[config.mk]
export PLATFORM = sky130hd
export DESIGN_NAME = btn_debounce
export DESIGN_NICKNAME = d
export VERILOG_FILES = /design/src/rtl/btn_debounce.sv
export SDC_FILE = /design/constraint.sdc
export NUM_CORES = 1
export LEC_CHECK = 0
export CAP_MARGIN = 20
export CORE_AREA = 2 2 103 105
export CTS_BUF_LIST = sky130_fd_sc_hd__clkbuf_8
export CTS_CLUSTER_DIAMETER = 120
export DETAILED_ROUTE_END_ITERATION = 10
export DIE_AREA = 0 0 105 107
export PLACE_DENSITY = 0.85
export SLEW_MARGIN = 20
export SYNTH_ARGS = -nofsm -noshare
export SYNTH_HDL_FRONTEND = slang
export SYNTH_SLANG_ARGS = --single-unit
[constraint.sdc]
create_clock -name clk -period 3.15 [get_ports clk]
set_clock_uncertainty 0.05 [all_clocks]
set_input_delay 0.7875 -clock clk [delete_from_list [all_inputs] [get_ports clk]]
set_output_delay 0.7875 -clock clk [all_outputs]
set_load 0.005 [all_outputs]
[src/rtl/btn_debounce.sv]
// btn_debounce: synchronizer and per-channel debouncer for asynchronous push-buttons and
// switches feeding control logic in the lclk (125 MHz) domain.
//
// Ports:
//   clk        in   lclk
//   rst        in   synchronous, active-high reset
//   din        in   raw asynchronous inputs, one bit per channel
//   level      out  debounced level
//   rise       out  one-cycle pulse when level first reads 1
//   fall       out  one-cycle pulse when level first reads 0
//   evt_latch  out  sticky flag set by rise; set wins over evt_clr
//   evt_clr    in   per-channel clear of evt_latch
//   long_press out  one-cycle pulse after level has been high for LONG_CYCLES cycles
//
// Optional feature macro: BTN_LONG_PRESS_EN. When it is undefined, long_press is tied to 0
// and no hold counters exist. When it is defined, CNT_W must be wide enough for LONG_CYCLES
// (the default CNT_W only covers DEBOUNCE_CYCLES).
module btn_debounce #(
  parameter int unsigned N_IN            = 5,
  parameter int unsigned DEBOUNCE_CYCLES = 1250000,
  parameter int unsigned CNT_W           = 21,
  parameter int unsigned LONG_CYCLES     = 125000000
) (
  input  logic            clk,
  input  logic            rst,
  input  logic [N_IN-1:0] din,
  output logic [N_IN-1:0] level,
  output logic [N_IN-1:0] rise,
  output logic [N_IN-1:0] fall,
  output logic [N_IN-1:0] evt_latch,
  input  logic [N_IN-1:0] evt_clr,
  output logic [N_IN-1:0] long_press
);

  // Parameter sanity, evaluated at elaboration.
  if (DEBOUNCE_CYCLES < 1) begin : g_bad_debounce
    $error("btn_debounce: DEBOUNCE_CYCLES must be >= 1");
  end
  if ((64'd1 << CNT_W) <= 64'(DEBOUNCE_CYCLES)) begin : g_bad_cnt_w
    $error("btn_debounce: CNT_W too narrow for DEBOUNCE_CYCLES");
  end
  if (LONG_CYCLES < 1) begin : g_bad_long
    $error("btn_debounce: LONG_CYCLES must be >= 1");
  end

  localparam logic [CNT_W-1:0] DbLast = CNT_W'(DEBOUNCE_CYCLES - 1);

  typedef enum logic [1:0] {
    StLo,
    StChkHi,
    StHi,
    StChkLo
  } state_e;

  logic [N_IN-1:0]  meta_q;
  logic [N_IN-1:0]  sync_q;
  state_e           state_q [N_IN];
  state_e           state_d [N_IN];
  logic [CNT_W-1:0] cnt_q   [N_IN];
  logic [CNT_W-1:0] cnt_d   [N_IN];
  logic [N_IN-1:0]  level_q, level_d;
  logic [N_IN-1:0]  rise_q, rise_d;
  logic [N_IN-1:0]  fall_q, fall_d;
  logic [N_IN-1:0]  evt_q, evt_d;

  // Per-channel debounce FSM; a check state aborts on the first sample that disagrees.
  always_comb begin
    for (int i = 0; i < int'(N_IN); i++) begin
      state_d[i] = state_q[i];
      cnt_d[i]   = cnt_q[i];
      unique case (state_q[i])
        StLo: begin
          if (sync_q[i]) begin
            state_d[i] = StChkHi;
            cnt_d[i]   = '0;
          end
        end
        StChkHi: begin
          if (!sync_q[i]) begin
            state_d[i] = StLo;
          end else if (cnt_q[i] == DbLast) begin
            state_d[i] = StHi;
          end else begin
            cnt_d[i] = cnt_q[i] + CNT_W'(1);
          end
        end
        StHi: begin
          if (!sync_q[i]) begin
            state_d[i] = StChkLo;
            cnt_d[i]   = '0;
          end
        end
        StChkLo: begin
          if (sync_q[i]) begin
            state_d[i] = StHi;
          end else if (cnt_q[i] == DbLast) begin
            state_d[i] = StLo;
          end else begin
            cnt_d[i] = cnt_q[i] + CNT_W'(1);
          end
        end
        default: begin
          state_d[i] = StLo;
          cnt_d[i]   = '0;
        end
      endcase
      level_d[i] = (state_d[i] == StHi) || (state_d[i] == StChkLo);
    end
  end

  always_comb begin
    rise_d = level_d & ~level_q;
    fall_d = ~level_d & level_q;
    // The visible rise pulse sets the flag, so a clear in that same cycle loses.
    evt_d  = rise_q | (evt_q & ~evt_clr);
  end

  always_ff @(posedge clk) begin
    if (rst) begin
      meta_q  <= '0;
      sync_q  <= '0;
      level_q <= '0;
      rise_q  <= '0;
      fall_q  <= '0;
      evt_q   <= '0;
      for (int i = 0; i < int'(N_IN); i++) begin
        state_q[i] <= StLo;
        cnt_q[i]   <= '0;
      end
    end else begin
      meta_q  <= din;
      sync_q  <= meta_q;
      level_q <= level_d;
      rise_q  <= rise_d;
      fall_q  <= fall_d;
      evt_q   <= evt_d;
      for (int i = 0; i < int'(N_IN); i++) begin
        state_q[i] <= state_d[i];
        cnt_q[i]   <= cnt_d[i];
      end
    end
  end

  assign level     = level_q;
  assign rise      = rise_q;
  assign fall      = fall_q;
  assign evt_latch = evt_q;

`ifdef BTN_LONG_PRESS_EN
  if ((64'd1 << CNT_W) <= 64'(LONG_CYCLES)) begin : g_bad_cnt_w_long
    $error("btn_debounce: CNT_W too narrow for LONG_CYCLES");
  end

  localparam logic [CNT_W-1:0] LongLast = CNT_W'(LONG_CYCLES - 1);

  logic [CNT_W-1:0] hold_q [N_IN];
  logic [CNT_W-1:0] hold_d [N_IN];
  logic [N_IN-1:0]  long_q, long_d;

  // hold counts cycles of level=1 since rise and parks at LongLast; the pulse fires only on
  // the step into LongLast (or on rise itself when LONG_CYCLES is 1), so one per press.
  always_comb begin
    for (int i = 0; i < int'(N_IN); i++) begin
      hold_d[i] = hold_q[i];
      if (!level_q[i] || rise_q[i]) begin
        hold_d[i] = '0;
      end else if (hold_q[i] != LongLast) begin
        hold_d[i] = hold_q[i] + CNT_W'(1);
      end
      long_d[i] = level_q[i] && (hold_d[i] == LongLast) &&
                  (rise_q[i] || (hold_q[i] != LongLast));
    end
  end

  always_ff @(posedge clk) begin
    if (rst) begin
      long_q <= '0;
      for (int i = 0; i < int'(N_IN); i++) begin
        hold_q[i] <= '0;
      end
    end else begin
      long_q <= long_d;
      for (int i = 0; i < int'(N_IN); i++) begin
        hold_q[i] <= hold_d[i];
      end
    end
  end

  assign long_press = long_q;
`else
  assign long_press = '0;
`endif

endmodule

== Word level (Yosys, flattened, before mapping) ==
Memories as Yosys holds them, arrays and structs flattened.
Cells that the tools add are included.

* Memory bits (writable): 115
* Input port bits: 12
* Memories: 2
* Flip-flop bits (word level): 30

* Eq/ne operators: 30
* Add/subtract/negate cells: 5
* Muxes and demuxes: 78
* Bitwise operators: 17
* Reduce and logical (&&, ||, !) cells: 10

{| class="wikitable"
|+ Memories
! memory !! depth !! bits a word !! read ports !! clocked after memory_dff !! write ports !! RTL line !! source
|-
| cnt_q || 5 || 21 || 5 || 0 || 5 || 59 || <nowiki>logic [CNT_W-1:0] cnt_q [N_IN];</nowiki>
|-
| state_q || 5 || 2 || 5 || 0 || 5 || 57 || <nowiki>state_e state_q [N_IN];</nowiki>
|}

{| class="wikitable"
|+ Operators by type and width
! operator !! number
|-
| 21-bit 2-to-1 mux || 30
|-
| 21-bit case mux with 4 select lines || 5
|-
| 21-bit by 1-bit adder with 21-bit output (second input constant) || 5
|-
| 21-bit == test (second input constant) || 5
|-
| 2-bit 2-to-1 mux || 35
|-
| 2-bit == test (second input constant) || 20
|-
| 2-bit case mux with 4 select lines || 5
|-
| 5-bit bitwise AND || 3
|-
| 5-bit inverter || 3
|-
| 2-bit by 1-bit == test with 1-bit output (second input constant) || 5
|-
| 2-bit zero test || 5
|-
| 1-bit OR || 10
|-
| 1-bit logical OR || 5
|-
| 5-bit OR || 1
|-
| 1-bit 2-to-1 mux || 3
|}

== Logic depth before layout (Yosys ltp) ==
Gate-level depths: netlist of the first run.
An unclocked memory read counts as a cell.

* Depth after elaboration: 9
* Gate-level depth with buffers: 7
* Mapped depth without buffers: 6

== Worst setup path after synthesis of the first run ==
OpenSTA, ideal clock, no wires.

* Kind: reg-to-reg
* Start: memory cnt_q[4][0] (netlist: cnt_q[0][84])
* End: memory cnt_q[4][0] (netlist: cnt_q[0][84])
* Period minus slack after synthesis: 2.097 ns
* Library setup time: 0.133 ns
* Buffers on the path: 1
* Cell stages (with the launch flop): 8
* Arrival time: 1.914 ns
* Required time: 2.967 ns
* Slack: 1.053 ns
* Path through: dfxtp_1 ha_1 nand4b_1 or4_1 o21ai_1 buf_2 xor2_1 nor2_1

{| class="wikitable"
|+ RTL lines
! what !! RTL line
|-
| start, declared || 59
|}

==> results of run 1 <==
## cells by family after synthesis
group | synth area share (%)
AND/OR/NAND/NOR | 30.4
flip-flops | 45.0
AO/OA/AOI/OAI | 9.73
XOR/XNOR | 9.90
buffers and inverters | 3.16
adder cells (fa/ha/maj) | 0.969
multiplexers | 0.775
other | 0.0581
## registers in the layout (all words and copies together) (netlist names)
signal / cells
meta_q: 5
state_q: 10
sync_q: 5
evt_latch: 5
rise: 5
level: 5
cnt_q: 105
fall: 5
## stage by stage
step	cells	area [um^2]	setup slack (ns)	hold WS, ns	power [mW]
2_1_floorplan	750	6470	1.05	0.364	1.97
3_3_place_gp	898	6900	0.852	0.369	2.00
3_5_place_dp	898	6900	0.761	0.379	2.00
4_1_cts	929	7380	0.664	0.396	3.72
5_1_grt	929	7380	0.498	0.410	3.81
6_report	929	7380	0.615	0.390	3.69
## path summary, 6_finish.rpt
check,cells after the start,to
max reg2reg,7,cnt_q[0][84]
min reg2reg,1,sync_q[4]
max,7,cnt_q[0][84]
min,1,sync_q[4]
## final cells by class
type                            count  area share [%]
Clock buffer                       20            3.73
Clock inverter                     11            2.81
Inverter                           19           0.966
Multi-Input combinational cell    556            45.6
Sequential cell                   145            39.3
Tap cell                          136            2.30
Timing Repair Buffer               42            5.25
## power by group
part | internal [mW] | switching (mW)
Combinational | 0.0384 | 0.0678
Clock | 1.08 | 0.658
Sequential | 1.84 | 0.0110
## worst reg2reg max path: stages, from the launching register on
cell      delay, ns
dfxtp_1        0.40
ha_1           0.26
nand4b_1       0.15
or4_1          0.59
o21ai_1        0.48
buf_4          0.26
xor2_1         0.16
nor2_1         0.06
## routing by layer
metal  track usage (%)  vias up  wire length [um]
li1                  -     2716                 -
met1              29.7     2591              5590
met2              43.9      154              6970
met3              7.05       22               741
met4              10.2        0               240
met5                 0        -                 0
## synthesized netlist by cell type (5+ instances only)
cell	instances	area share [%]
or4_1	12	1.4
o21ai_0	20	1.6
nor4_1	13	1.3
nand3_1	36	2.8
and4_1	7	0.95
nand4b_1	5	0.68
and2_1	5	0.48
xor2_1	38	5.2
a21oi_1	37	2.9
xnor2_1	35	4.7
clkbuf_1	22	1.3
nand4_1	34	3.3
and3_1	13	1.3
nor2_1	111	6.5
mux2i_1	5	0.78
buf_4	5	0.58
inv_1	19	1.1
nor2b_1	14	1.4
nor3_1	22	1.7
ha_1	5	0.97
o21ai_1	6	0.47
nand2_1	55	3.2
dfxtp_1	145	45
or3_1	14	1.4
nor4b_1	7	0.95
==> results.toml, run 1 <==
[run_status]
outcome = "completed"

[grt]
antenna_found_initial = 0
grt_pass1_wl_um = 23500
global_route.usage.total_pct = 25.3
grt_overflow = 0
grt_pass1_vias = 5191
grt_start_max_net_pins = 57

[sta]
rsz0062_at_grt = "false"
fin_crit_ns = 2.54
fin_crit_sh_pct = 80.5
hold_viol_final = 0
tns_ns = 0
finalMaxSlewViolations = 0
worst_pin_slew_ns = 0.838
setup_viol = 0
max_clock_freq_mhz = 394
relSlewSlack_pct = 43.5

[cells_and_area]
multi_input_area_um2 = 3370
nets = 798
area_delta_synth_final_pct = 14.4
nFillCells = 788
utilization_pct = 73.2
mostFrequentLayoutCells = "145 x dfxtp_1, 111 x nor2_1, 55 x nand2_1"
final_common_cell = "dfxtp_1"
seq_area_um2 = 2900
diodes = 0
drive_gt1_share_pct = 8.20

[synth]
synth_area_um2 = 6450
syn_avg_cell_area_um2 = 8.65
synth_edf_count = 0
yosys_most_used_dff = "dfxtp_1"
netlist_instances = 746
yosysSeqAreaShare_pct = 45.0
ys_seq_elements = 145
yosysWarnings = 0
synth_cell_types = 60
ys_async_sr_fraction_pct = 0

[route]
drtIter0Drc = 298
vias = 5483
post-route-drc-count = 0
ant_nets = 0
via_per_inst = 5.90
drtPass1Iterations = 5
route.detailed.wl_per_inst_um = 14.6
routed_wl_um = 13500

[power]
p_leak_nw = 2.49
vdd_ir_drop_max_mv = 0.404
pwr_density_cell_nw_per_um2 = 500

[flow_run]
maxCapViolCount = 0

[hold_path]
hold_start = "meta_q[4]"
hold_path_class = "register to register"

[cts]
cts_tree = "yes"
postCtsHoldBufs = 0
postCtsSetupBuffers = 0
htreeDepth = 4
clkTransAtPathRegs_ns = 0.08
clk_latency_ns = 0.43
clkSinkCount = 145
cts_resized = 0
clockBufferDepth = 2
cts_buffers = 17
root_buffer = "clkbuf_8"

[worst_setup_path]
worstPathArrival_ns = 2.79
worstSetupPathType = "register to register"
cp-startpoint = "cnt_q[0][84]"
cp-end-kind = "register"
max_stage_delay_ns = 0.59
critPathMaxFanout = 9
start_kind = "register"
cp_num_buf_inv = 1
r2r_slack_ns = 0.61
cp_cell_sequence = "ha_1 > nand4b_1 > or4_1 > o21ai_1 > buf_4 > xor2_1 > nor2_1"
critPathSlowestCell = "or4_1"
critical_path.top_delay_family = "simple AND/OR/NAND/NOR gates"
crit_required_ns = 3.40
regToRegStartpoint = "cnt_q[0][84]"

[place]
place_congestion = 0.851
hpwl_um = 9080
port_buffers = 31

[die]
die_w_um = 105
start_util_pct = 64.0
io_pins = 37
fp-row-count = 37
die_h_um = 107
dieArea_um2 = 11200
coreArea_um2 = 10100
Note: power is estimated with default switching activity, not from simulation.
==> inputs of run 2 (changes only) <==
--- a/config.mk
+++ b/config.mk
@@ -6,12 +6,12 @@
 export NUM_CORES = 1
 export LEC_CHECK = 0
 export CAP_MARGIN = 20
-export CORE_AREA = 2 2 103 105
+export CORE_AREA = 2 2 106 108
 export CTS_BUF_LIST = sky130_fd_sc_hd__clkbuf_8
 export CTS_CLUSTER_DIAMETER = 120
 export DETAILED_ROUTE_END_ITERATION = 10
-export DIE_AREA = 0 0 105 107
-export PLACE_DENSITY = 0.85
+export DIE_AREA = 0 0 108 110
+export PLACE_DENSITY = 0.8
 export SLEW_MARGIN = 20
 export SYNTH_ARGS = -nofsm -noshare
 export SYNTH_HDL_FRONTEND = slang
==> constraint.sdc (replaced) <==
create_clock -name clk -period 2.6 [get_ports clk]
set_clock_uncertainty 0.05 [all_clocks]
set_input_delay 0.65 -clock clk [delete_from_list [all_inputs] [get_ports clk]]
set_output_delay 0.65 -clock clk [all_outputs]
set_load 0.005 [all_outputs]
==> run 2 against run 1 <==
Effect of this change:
- critical path depth is 1 lower
- final cell count is 0.97% higher
- setup slack got worse by 0.26 ns
- global-route usage fell by 1.1 points
- largest cell class unchanged
- register-to-register slack worse by 0.26 ns
- utilization decreased by 4.4 points
- design area fell by 0.39%
- sequential share of layout area rose by 0.15 points
- sequential power up 22%
- clock power is 8% higher
- die area is 5.7% higher
==> results.toml, run 2 (synthesis results as in run 1) <==
[route]
post-route-drc-count = 0
drtIter0Drc = 272
via_per_inst = 5.89
drtPass1Iterations = 5
route.detailed.wl_per_inst_um = 14.6
ant_nets = 0
vias = 5522
routed_wl_um = 13700

[cells_and_area]
seq_area_um2 = 2900
area_delta_synth_final_pct = 14.0
largest_register_ffs = 105
largest_registers = "cnt_q: 105 flops, state_q: 10 flops"
diodes = 0
final_common_cell = "dfxtp_1"
nFillCells = 850
nets = 803
finalNonFillerCells = 938
multi_input_area_um2 = 3360
mostFrequentLayoutCells = "145 x dfxtp_1, 111 x nor2_1, 55 x nand2_1"
largest-register = "cnt_q"
drive_gt1_share_pct = 8.40
utilization_pct = 68.8

[sta]
rsz0062_at_grt = "false"
fin_crit_ns = 2.25
hold_viol_final = 0
finalMaxSlewViolations = 0
relSlewSlack_pct = 55.2
max_clock_freq_mhz = 445
worst_pin_slew_ns = 0.667
fin_crit_sh_pct = 86.5
tns_ns = 0
setup_viol = 0

[grt]
grt_start_max_net_pins = 35
grt_overflow = 0
global_route.usage.total_pct = 24.2
antenna_found_initial = 0
grt_pass1_vias = 5253
grt_pass1_wl_um = 23100

[place]
hpwl_um = 9550
port_buffers = 31
dp.cells = 907
place_congestion = 0.873

[cts]
clk_latency_ns = 0.45
clkSinkCount = 145
postCtsHoldBufs = 0
cts_tree = "yes"
postCtsSetupBuffers = 0
htreeDepth = 4
clkTransAtPathRegs_ns = 0.08
root_buffer = "clkbuf_8"
clockBufferDepth = 2
cts_buffers = 17
cts_resized = 0

[worst_setup_path]
cp_num_buf_inv = 0
cp-end-kind = "register"
crit_required_ns = 2.87
critical_path.top_delay_family = "simple AND/OR/NAND/NOR gates"
worstSetupPathType = "register to register"
cp_cell_sequence = "ha_1 > nand4b_1 > or4_1 > o211ai_1 > or3b_2 > a21oi_1"
critPathSlowestCell = "or4_1"
max_stage_delay_ns = 0.57
start_kind = "register"
critPathMaxFanout = 8
worstPathArrival_ns = 2.52

[run_status]
outcome = "completed"

[power]
power_frac_clock_pct = 44.0
swShare_pct = 21.6
comb_power_share_pct = 3.2
p_seq_share_pct = 52.9
vdd_ir_drop_max_mv = 0.387
p_leak_nw = 2.48
power_mw = 4.25
p_int_mw = 3.33
p_switching_uw = 916
pwr_density_cell_nw_per_um2 = 578

[die]
fp-row-count = 38
dieArea_um2 = 11900
io_pins = 37
die_h_um = 110
coreArea_um2 = 10700
start_util_pct = 60.3
die_w_um = 108

[hold_path]
hold_path_class = "register to register"

[flow_run]
maxCapViolCount = 0
[run 2: final cells by class]
class | count | share of cell area [%]
Clock inverter | 13 | 2.31
Inverter | 19 | 0.970
Clock buffer | 18 | 3.37
Tap cell | 140 | 2.38
Timing Repair Buffer | 47 | 5.78
Sequential cell | 145 | 39.5
Multi-Input combinational cell | 556 | 45.7
[run 2: power by group through the flow]
stage / logic [mW] / registers, mW / clock network (mW)
floorplan: 0.0887 / 2.29 / 0
global route: 0.147 / 2.25 / 2.00
global placement: 0.129 / 2.30 / 0
finish: 0.134 / 2.25 / 1.87
detailed placement: 0.133 / 2.30 / 0
CTS: 0.134 / 2.25 / 1.90
[run 2: final timing paths]
path / from / to / slack (ns) / cells past startpoint
worst max-delay path: cnt_q[0][84] / cnt_q[0][86] / 0.35 / 6
worst min-delay path: meta_q[2] / sync_q[2] / 0.39 / 1
worst max register to register: cnt_q[0][84] / cnt_q[0][86] / 0.35 / 6
worst min register to register: meta_q[2] / sync_q[2] / 0.39 / 1
[run 2: through the flow]
| stage | cell area, um^2 | hold WS (ns) | setup slack, ns |
|---|---|---|---|
| 2_1_floorplan | 6470 | 0.364 | 0.503 |
| 3_3_place_gp | 6940 | 0.369 | 0.460 |
| 3_5_place_dp | 6940 | 0.380 | 0.393 |
| 4_1_cts | 7360 | 0.391 | 0.375 |
| 5_1_grt | 7360 | 0.408 | 0.207 |
| 6_report | 7360 | 0.387 | 0.352 |
[run 2: per-layer routing]
layer	track usage (%)	vias to the layer above	routed length [um]	part of all wire, %
li1	-	2717	-	-
met1	30.1	2589	6120	45
met3	5.70	31	735	5.4
met2	39.8	185	6510	48
met5	0	-	0	0
met4	12.0	0	307	2.2
